--- src/rtl/phy_rx_serial_paralelo.sv ---
// Serial-to-parallel receiver: locks byte alignment on a run of idle commas, then emits bytes.
// Define PHY_RX_STATS_EN to add the rx_byte_count / rx_idle_count statistics outputs.
module phy_rx_serial_paralelo #(
    parameter logic [7:0]  COMMA       = 8'hBC,
    parameter int unsigned ALIGN_COUNT = 4
) (
    input  logic        clk_8f,
    input  logic        reset,
    input  logic        data_in,
    output logic [7:0]  data_out,
    output logic        valid_out,
    output logic        byte_strobe,
    output logic        active,
    output logic [3:0]  comma_cnt
`ifdef PHY_RX_STATS_EN
    ,
    output logic [15:0] rx_byte_count,
    output logic [15:0] rx_idle_count
`endif
);

    typedef enum logic [1:0] {
        ST_SEARCH = 2'd0,
        ST_ALIGN  = 2'd1,
        ST_ACTIVE = 2'd2
    } state_t;

    localparam logic [3:0] ALIGN_TARGET = 4'(ALIGN_COUNT);

    state_t     r_state, w_state_nxt;
    logic [6:0] r_sr;
    logic [2:0] r_bit_cnt, w_bit_cnt_nxt;
    logic [3:0] r_comma_cnt, w_comma_cnt_nxt;
    logic [7:0] r_data, w_data_nxt;
    logic       r_valid, w_valid_nxt;
    logic       r_strobe, w_strobe_nxt;
    logic       r_active, w_active_nxt;
    logic [7:0] w_cand;
    logic       w_is_comma;
    logic       w_boundary;
`ifdef PHY_RX_STATS_EN
    logic [15:0] r_byte_count, w_byte_count_nxt;
    logic [15:0] r_idle_count, w_idle_count_nxt;
`endif

    // The candidate byte always ends with the bit arriving this cycle.
    assign w_cand     = {r_sr, data_in};
    assign w_is_comma = (w_cand == COMMA);
    assign w_boundary = (r_bit_cnt == 3'd7);

    always_comb begin
        w_state_nxt     = r_state;
        w_bit_cnt_nxt   = r_bit_cnt;
        w_comma_cnt_nxt = r_comma_cnt;
        w_data_nxt      = r_data;
        w_valid_nxt     = r_valid;
        w_strobe_nxt    = 1'b0;
        w_active_nxt    = r_active;
`ifdef PHY_RX_STATS_EN
        w_byte_count_nxt = r_byte_count;
        w_idle_count_nxt = r_idle_count;
`endif
        case (r_state)
            ST_SEARCH: begin
                if (w_is_comma) begin
                    w_bit_cnt_nxt   = 3'd0;
                    w_comma_cnt_nxt = 4'd1;
                    if (ALIGN_TARGET == 4'd1) begin
                        w_state_nxt  = ST_ACTIVE;
                        w_active_nxt = 1'b1;
                    end else begin
                        w_state_nxt = ST_ALIGN;
                    end
                end
            end
            ST_ALIGN: begin
                w_bit_cnt_nxt = r_bit_cnt + 3'd1;
                if (w_boundary) begin
                    if (w_is_comma) begin
                        w_comma_cnt_nxt = r_comma_cnt + 4'd1;
                        if ((r_comma_cnt + 4'd1) == ALIGN_TARGET) begin
                            w_state_nxt  = ST_ACTIVE;
                            w_active_nxt = 1'b1;
                        end
                    end else begin
                        w_comma_cnt_nxt = 4'd0;
                        w_state_nxt     = ST_SEARCH;
                    end
                end
            end
            ST_ACTIVE: begin
                // Alignment is frozen here; commas straddling bytes are never re-examined.
                w_bit_cnt_nxt = r_bit_cnt + 3'd1;
                if (w_boundary) begin
                    w_data_nxt   = w_cand;
                    w_valid_nxt  = !w_is_comma;
                    w_strobe_nxt = 1'b1;
                    if (w_is_comma) begin
                        if (r_comma_cnt != 4'd15) w_comma_cnt_nxt = r_comma_cnt + 4'd1;
                    end else begin
                        w_comma_cnt_nxt = 4'd0;
                    end
`ifdef PHY_RX_STATS_EN
                    if (!w_is_comma && r_byte_count != 16'hFFFF) w_byte_count_nxt = r_byte_count + 16'd1;
                    if (w_is_comma && r_idle_count != 16'hFFFF) w_idle_count_nxt = r_idle_count + 16'd1;
`endif
                end
            end
            default: begin
                w_state_nxt = ST_SEARCH;
            end
        endcase
    end

    always_ff @(posedge clk_8f) begin
        if (!reset) begin
            r_state     <= ST_SEARCH;
            r_sr        <= 7'd0;
            r_bit_cnt   <= 3'd0;
            r_comma_cnt <= 4'd0;
            r_data      <= 8'd0;
            r_valid     <= 1'b0;
            r_strobe    <= 1'b0;
            r_active    <= 1'b0;
`ifdef PHY_RX_STATS_EN
            r_byte_count <= 16'd0;
            r_idle_count <= 16'd0;
`endif
        end else begin
            r_state     <= w_state_nxt;
            r_sr        <= w_cand[6:0];
            r_bit_cnt   <= w_bit_cnt_nxt;
            r_comma_cnt <= w_comma_cnt_nxt;
            r_data      <= w_data_nxt;
            r_valid     <= w_valid_nxt;
            r_strobe    <= w_strobe_nxt;
            r_active    <= w_active_nxt;
`ifdef PHY_RX_STATS_EN
            r_byte_count <= w_byte_count_nxt;
            r_idle_count <= w_idle_count_nxt;
`endif
        end
    end

    assign data_out    = r_data;
    assign valid_out   = r_valid;
    assign byte_strobe = r_strobe;
    assign active      = r_active;
    assign comma_cnt   = r_comma_cnt;
`ifdef PHY_RX_STATS_EN
    assign rx_byte_count = r_byte_count;
    assign rx_idle_count = r_idle_count;
`endif

endmodule
--- config.mk ---
export PLATFORM = sky130hd
export DESIGN_NAME = phy_rx_serial_paralelo
export DESIGN_NICKNAME = d
export VERILOG_FILES = /design/src/rtl/phy_rx_serial_paralelo.sv
export SDC_FILE = /design/constraint.sdc
export NUM_CORES = 1
export LEC_CHECK = 0
export ABC_AREA = 0
export CAP_MARGIN = 20
export CORE_AREA = 4 4 53 55
export CTS_BUF_LIST = sky130_fd_sc_hd__clkbuf_8 sky130_fd_sc_hd__clkbuf_16
export CTS_CLUSTER_DIAMETER = 200
export DETAILED_ROUTE_END_ITERATION = 8
export DIE_AREA = 0 0 57 59
export GPL_ROUTABILITY_DRIVEN = 1
export PLACE_DENSITY_LB_ADDON = 0.1
export SLEW_MARGIN = 20
export SYNTH_ARGS = -nofsm -noshare
export SYNTH_HDL_FRONTEND = slang
export SYNTH_SLANG_ARGS = --single-unit
--- constraint.sdc ---
create_clock -name clk_8f -period 5.1 [get_ports clk_8f]
set_clock_uncertainty 0.15 [all_clocks]
set_input_delay 1.02 -clock clk_8f [delete_from_list [all_inputs] [get_ports clk_8f]]
set_output_delay 1.02 -clock clk_8f [all_outputs]
set_load 0.005 [all_outputs]
==> Word level (Yosys, flattened, before mapping) <==
Cells that the tools add are included.
{ "classes": {"bitwise": 1, "mux": 15, "n_reduce_logical": 11, "eq_ne": 11, "add_sub_neg": 2} }
{ "ops": {"columns": ["operator", "n"], "rows": [
  ["$mux W4", 6],
  ["$pmux W4 S3", 1],
  ["$eq A8 B8 Y1 const B", 1],
  ["$mux W2", 4],
  ["$reduce_and A4 Y1", 2],
  ["$ne A2 B2 Y1 const B", 3],
  ["$ne A3 B3 Y1 const B", 2],
  ["$pmux W2 S3", 1],
  ["$pmux W3 S2", 1],
  ["$reduce_and A2 Y1", 3],
  ["$reduce_and A5 Y1", 1],
  ["$add A4 B1 Y4 const B", 1],
  ["$eq A4 B3 Y1 const B", 1],
  ["$ne A4 B4 Y1 const B", 1],
  ["$add A3 B1 Y3 const B", 1],
  ["$eq A3 B3 Y1 const B", 1],
  ["$mux W3", 1],
  ["$reduce_bool A3 Y1", 1],
  ["$eq A2 B1 Y1 const B", 1],
  ["$eq A2 B2 Y1 const B", 1],
  ["$logic_not A2 Y1", 1],
  ["$reduce_bool A2 Y1", 1],
  ["$reduce_or A2 Y1", 1],
  ["$logic_not A1 Y1", 1],
  ["other kinds (2)", 2]
]} }
{ "totals": {"wordCells": 48, "ff_bits": 27} }

==> Longest topological paths before layout <==
Gate-level depths: netlist of the first run.
{ "depth": {"depth_word": 6, "mapped_depth": 7} }

==> Least setup slack after synthesis of the first run <==
Ideal clock, no wire load.
{ "synth_timing": {"path_kind": "input to register", "start": "in data_in", "end": "reg r_comma_cnt[2] (netlist: comma_cnt[2])", "setup_ps": 117, "t_arrival_ps": 2313, "n_path_buf": 0, "setup_slack_ps": 2519, "t_required_ps": 4833, "cell_stages": 5, "path_cell_list": "nand4bb_1 or2_1 a2111o_1 o21bai_1 a32o_1"} }
{ "synth_via": {"elab_chain_cells": 4, "elab_cells_between_ends": 9} }
{ "synth_rtl": {"columns": ["element", "line", "source"], "rows": [
  ["start: declaration", "9", "input logic data_in,"],
  ["$eq A8 B8 Y1 (*)", "48", "assign w_is_comma = (w_cand == COMMA);"],
  ["$mux W4 (on tied branches)", "98, 79", null],
  ["$mux W4 (on tied branches)", "94, 78", null],
  ["$pmux W4 S3", "63", "case (r_state)"],
  ["end signal: assignment", "133", "r_comma_cnt <= w_comma_cnt_nxt;"],
  ["end: declaration", "33", "logic [3:0] r_comma_cnt, w_comma_cnt_nxt;"]
]} }
Mark *: on every way between the ends. The rest lies on a longest branch, timed or not. The select of a mux whose other input is x is not followed.
A chain may end at the register's enable or synchronous reset.

==> Worst setup path in the final report of the first run <==
Ends and elaborated chain as after synthesis.

==> metrics.md, run 1 <==
| Metric | Value |
|---|---|
| Run status | `completed` |
| Average wire per standard cell | `12.6 µm` |
| CP max stage cell | `a2111o_1` |
| Maximum vdd ir drop | `0.191 mV` |
| Total GRT Usage | `0.143` |
| Vias | `911` |
| Met2 Use GR | `0.232` |
| Later-pin clock latency in the skew report | `0.27 ns` |
| Syn_nets | `139` |
| Post-Synthesis Cells | `129` |
| CP Launch Type | `primary input` |
| CTS resizes | `0` |
| Most used DFF post-synth | `dfxtp_1` |
| EDFF count, synth | `0` |
| Overflow after GRT | `0` |
| Vias/cell | `5.15` |
| Clk slew on worst S/H paths | `0.10 ns` |
| GRT busiest layer | `met2` |
| Remaining DRCs | `0` |
| Flops & latches, synth | `27` |
| Met3 Resource Use GR | `0.0370` |
| R2r startpoint | `r_sr[0]$_SDFF_PN0_` |
| IO Pins | `18` |
| Port Buffers | `17` |
| Reg2reg end | `comma_cnt[2]$_SDFFE_PN0P_` |
| Period Utilization, post-route | `0.562` |
| Leakage power | `0.512 nW` |
| Synthesis warning total | `0` |
| # hold bufs at CTS | `0` |
| CTS tree | `built` |
| Area of the die | `3360 µm²` |
| Drt total wl | `2.23 mm` |
| Met1 Resource Use GR | `0.189` |
| WP depth | `6` |
| Most frequent cells in the layout | `dfxtp_1, nand2_1, clkdlybuf4s50_1` |
| Buf/Inv on CP | `1` |
| Rows | `18` |
| Syn_area_per_cell | `8.88 µm²` |
| WP data required | `5.12 ns` |
| Critical path endpoint category | `register` |
| DRT Pass-1 Iters | `2` |
| R2R setup slack | `3.08 ns` |
| Share of layout cells above drive strength 1 | `0.0408` |
| Largest stage delay, worst path | `0.51 ns` |
| Final antenna-violating net count | `0` |
| Worst-path cell chain | `clkdlybuf4s50_1 > nand4bb_1 > or2_1 > a2111o_1 > o21bai_1 > a32o_1` |
| Final setup fails | `0` |
| WP data arrival | `2.89 ns` |
| R2R depth | `5` |
| # fillers | `234` |
| Nets | `158` |
| Fraction of registers with async set or reset after synthesis | `0` |
| Final hold vios | `0` |
| Max FO, Critical Path | `6` |
| CP startpoint | `data_in` |
| F_max | `0.349 GHz` |
| H-tree depth | `1` |
| Commonest non-fill, non-tap cell in the layout | `dfxtp_1` |
| Ant diodes | `0` |
| Last element of the critical path | `comma_cnt[2]$_SDFFE_PN0P_` |
| Total CTS buffers | `3` |
| Max-cap viol count | `0` |
| Synthesized area | `1150 µm²` |
| Setup CP Type | `in -> reg` |
| CTS Root Buffer Type | `clkbuf_8` |
| Rel. slew slack | `0.669` |
| Pwr dens | `246 nW/µm²` |
| Height of the die | `59 µm` |
| Number of global-route vias before repair | `862` |
| Initial Util | `0.480` |
| Global-route wire length before repair | `3.80 mm` |
| Pins Over Slew Limit | `0` |
| Crit path max-delay family | `compound AO/OA/AOI/OAI gates` |
| Core Region | `2390 µm²` |
| Die width | `57 µm` |
| Clock tree buffer depth | `2` |
| Routability cong. | `0.872` |
| Slew @ Worst Pin | `0.493 ns` |
| Largest net degree at the start of global routing | `18` |
| Final min period | `2.87 ns` |
| TNS Setup | `0 ns` |
| Cell variety after synth | `31` |
| Post-CTS Setup Bufs | `0` |
| Final Util | `0.583` |
| Hpwl dp | `1.63 mm` |
| Initial antenna violation count | `0` |
| RSZ-0062 raised after global routing | `false` |
| Sequential share of the synthesized area | `0.472` |
| CTS sink count | `27` |
| Area Growth Syn to Fin | `21.4%` |
| HP Class | `reg -> reg` |
| DRT iter0 DRCs | `20` |
==> metal layers <==
layer / wire [µm] / up-vias
li1: - / 484
met5: 0 / -
met1: 1130 / 411
met3: 84 / 2
met2: 996 / 14
met4: 19 / 0
==> tightest hold or removal path, cell delays in order (launching register included) <==
cell     delay (ns)
dfxtp_1        0.32
nand2_1        0.05
a21oi_1        0.05
==> cell usage after synthesis, types with 2 or more instances <==
cell,instances,area [µm²]
dfxtp_1,27,541
nand2_1,24,90.1
a21oi_1,11,55.1
nor2_1,11,41.3
and2_1,9,56.3
ha_1,7,87.6
o21ai_0,4,20.0
a211oi_1,3,22.5
clkbuf_1,3,11.3
inv_1,3,11.3
nor3_1,3,15.0
a32oi_1,2,17.5
mux2i_1,2,20.0
nand3_1,2,10.0
nor2b_1,2,12.5
==> per-stage QoR <==
stage	setup WS [ns]	hold WS [ns]	area (µm²)	total power [mW]	cells
2_1_floorplan	2.52	0.286	1150	0.221	129
3_3_place_gp	2.00	0.294	1340	0.224	173
3_5_place_dp	1.95	0.300	1340	0.224	173
4_1_cts	2.23	0.315	1390	0.347	177
5_1_grt	2.14	0.337	1390	0.356	177
6_report	2.23	0.310	1390	0.342	177
==> worst min path at each step <==
stage                             startpoint                        to  slack (ns)  depth (start not counted)
floorplan                 r_sr[0]$_SDFF_PN0_  data_out[1]$_SDFFE_PN0P_        0.29                          2
global placement    data_out[1]$_SDFFE_PN0P_  data_out[1]$_SDFFE_PN0P_        0.29                          2
detailed placement  data_out[2]$_SDFFE_PN0P_  data_out[2]$_SDFFE_PN0P_        0.30                          2
CTS                 data_out[2]$_SDFFE_PN0P_  data_out[2]$_SDFFE_PN0P_        0.32                          2
global route        data_out[3]$_SDFFE_PN0P_  data_out[3]$_SDFFE_PN0P_        0.34                          2
finish              data_out[2]$_SDFFE_PN0P_  data_out[2]$_SDFFE_PN0P_        0.31                          2
==> registers in the layout, summed over array words and instances (netlist names) <==
signal,flops
data_out,8
r_sr,7
comma_cnt,4
r_bit_cnt,3
r_state,2
active,1
byte_strobe,1
valid_out,1
==> cells by family after synthesis <==
logic type,count (synthesis),synth area share
mux,2,0.0175
flops,27,0.472
fa+ha+maj,7,0.0764
buf+inv,7,0.0229
simple gates,58,0.251
compound gates,28,0.160
==> power by group <==
part / total, mW / switching (mW) / leakage [nW] / internal [mW]
clock: 0.123 / 0.0675 / 0.0217 / 0.0554
sequential: 0.213 / 0.000889 / 0.218 / 0.212
combinational: 0.00661 / 0.00409 / 0.273 / 0.00252
total: 0.342 / 0.0725 / 0.512 / 0.270
==> area by class of cell <==
type	count	area [µm²]	area share
clock buffer	3	41.3	0.0297
clock inverter	1	7.51	0.00540
inverter	4	15.0	0.0108
multi-input combinational	95	579	0.416
sequential	27	541	0.388
tap	30	37.5	0.0270
timing repair buffer	17	170	0.122
Note: power is estimated with default switching activity, not from simulation.
==> run 2, diff against run 1 <==
CORE_AREA = 4 4 55 57   (was 4 4 53 55)
DIE_AREA = 0 0 59 61   (was 0 0 57 59)
clock period = 2.5 ns   (was 5.1 ns; I/O delays follow)
==> run 2 against run 1 <==
Combinational power increased by 150%. Worst setup slack got worse by 2.0 ns. Register-to-register slack got worse by 2.6 ns. Cell count increased by 4.0%. Power increased by 110%. Die area increased by 7.0%. Wire length increased by 8.8%. Core utilization about the same. Via count increased by 8.5%. Sequential power increased by 100%. Critical endpoint unchanged.
==> metrics.md, run 2 (synthesis results as in run 1) <==
| Metric | Value |
|---|---|
| Total GRT Usage | `0.154` |
| Metal2 WL | `1.17 mm` |
| Run status | `completed` |
| Drt total wl | `2.43 mm` |
| Average wire per standard cell | `13.2 µm` |
| Die width | `59 µm` |
| DRT iter0 DRCs | `33` |
| Rel. slew slack | `0.685` |
| Max FO, Critical Path | `5` |
| Total CTS buffers | `3` |
| Logic pwr share | `0.023` |
| Later-pin clock latency in the skew report | `0.28 ns` |
| Post-DP Area | `1400 µm²` |
| Pwr dens | `488 nW/µm²` |
| Final setup fails | `0` |
| Vias | `988` |
| Pins Over Slew Limit | `0` |
| Height of the die | `61 µm` |
| Share of layout cells above drive strength 1 | `0.0844` |
| Largest net degree at the start of global routing | `17` |
| Final min period | `2.26 ns` |
| Worst hold stages | `2` |
| CP startpoint | `data_in` |
| CP max stage cell | `a2111o_1` |
| Most frequent cells in the layout | `dfxtp_1, nand2_1, clkdlybuf4s50_1` |
| Post-Place Worst Slack | `-0.0310 ns` |
| CTS resizes | `0` |
| R2r startpoint | `comma_cnt[0]$_SDFFE_PN0P_` |
| Highest metal used | `met4` |
| Worst Hold Launch | `data_out[7]$_SDFFE_PN0P_` |
| CTS tree | `built` |
| Internal Power | `0.553 mW` |
| Worst-path cell chain | `clkdlybuf4s50_1 > nand4bb_1 > or2_1 > a2111o_1 > o21bai_1 > a32o_1` |
| Port Buffers | `17` |
| Period Utilization, post-route | `0.903` |
| Setup CP Type | `in -> reg` |
| Nets | `165` |
| Clk slew on worst S/H paths | `0.10 ns` |
| Worst setup margin | `0.243 ns` |
| Critical path endpoint category | `register` |
| Max-cap viol count | `0` |
| Post-route design area | `1440 µm²` |
| Net load switching power | `0.152 mW` |
| Max reg flops | `8` |
| IO Pins | `18` |
| Commonest non-fill, non-tap cell in the layout | `dfxtp_1` |
| Final hold vios | `0` |
| Area Growth Syn to Fin | `26.0%` |
| Area of the die | `3600 µm²` |
| Remaining DRCs | `0` |
| DRT Pass-1 Iters | `4` |
| CP Launch Type | `primary input` |
| Maximum vdd ir drop | `0.372 mV` |
| Post-placement cell count | `180` |
| CTS Root Buffer Type | `clkbuf_8` |
| Initial antenna violation count | `0` |
| H-tree depth | `1` |
| Clock power share | `0.361` |
| Routability cong. | `0.842` |
| Overflow after GRT | `0` |
| WL met1 | `1.13 mm` |
| Leakage power | `0.545 nW` |
| F_max | `0.443 GHz` |
| Total power | `0.705 mW` |
| Number of global-route vias before repair | `987` |
| Final antenna-violating net count | `0` |
| Core Region | `2480 µm²` |
| Post-CTS Setup Bufs | `0` |
| Hpwl dp | `1.84 mm` |
| Rows | `18` |
| R2R depth | `6` |
| WP data arrival | `2.28 ns` |
| CTS sink count | `27` |
| Hold_ws | `0.314 ns` |
| Final Util | `0.583` |
| Met3 routed WL | `105 µm` |
| WP data required | `2.52 ns` |
| Switching portion of total power | `0.216` |
| Vias/cell | `5.37` |
| Non-filler cells, final | `184` |
| Initial Util | `0.463` |
| Largest stage delay, worst path | `0.48 ns` |
| Global-route wire length before repair | `4.23 mm` |
| Slew @ Worst Pin | `0.471 ns` |
| TNS Setup | `0 ns` |
| Share of power burned in registers | `0.616` |
| RSZ-0062 raised after global routing | `false` |
| Clock tree buffer depth | `2` |
| Ant diodes | `0` |
| HP Class | `reg -> reg` |
| # hold bufs at CTS | `0` |
[run 2: cell count changes in the layout (fill, tap and decap cells not counted), sizes merged]
cell and delta:
buf +7
[run 2: area by class of cell]
| class | count | area, µm² |
|---|---|---|
| fill | 238 | 1030 |
| multi-input combinational | 95 | 579 |
| sequential | 27 | 541 |
| timing repair buffer | 24 | 223 |
| clock buffer | 3 | 41.3 |
| tap | 30 | 37.5 |
| inverter | 4 | 15.0 |
| clock inverter | 1 | 7.51 |
[run 2: layer usage]
| layer | up-vias | GRT usage |
|---|---|---|
| met3 | 2 | 0.0255 |
| met2 | 21 | 0.265 |
| li1 | 497 | - |
| met4 | 0 | 0.0583 |
| met1 | 468 | 0.194 |
| met5 | - | 0 |
[run 2: power by group through the flow]
stage	clock network [mW]	registers (mW)	logic, mW
after floorplan	0	0.444	0.00766
after global placement	0	0.444	0.0159
after detailed placement	0	0.444	0.0160
after CTS	0.263	0.434	0.0162
after global routing	0.279	0.435	0.0175
final	0.255	0.434	0.0162
[run 2: path summary, 6_finish.rpt]
check / to / slack, ns
worst max-delay path: comma_cnt[2]$_SDFFE_PN0P_ / 0.24
worst min-delay path: data_out[7]$_SDFFE_PN0P_ / 0.31
worst max register to register: r_state[0]$_SDFFE_PN0P_ / 0.50
worst min register to register: data_out[7]$_SDFFE_PN0P_ / 0.31
[run 2: critical path, delay by kind of cell]
kind | cells | cell delay [ns]
buffers and inverters | 1 | 0.43
AOI/OAI and AO/OA | 3 | 0.87
and+or+nand+nor | 2 | 0.47
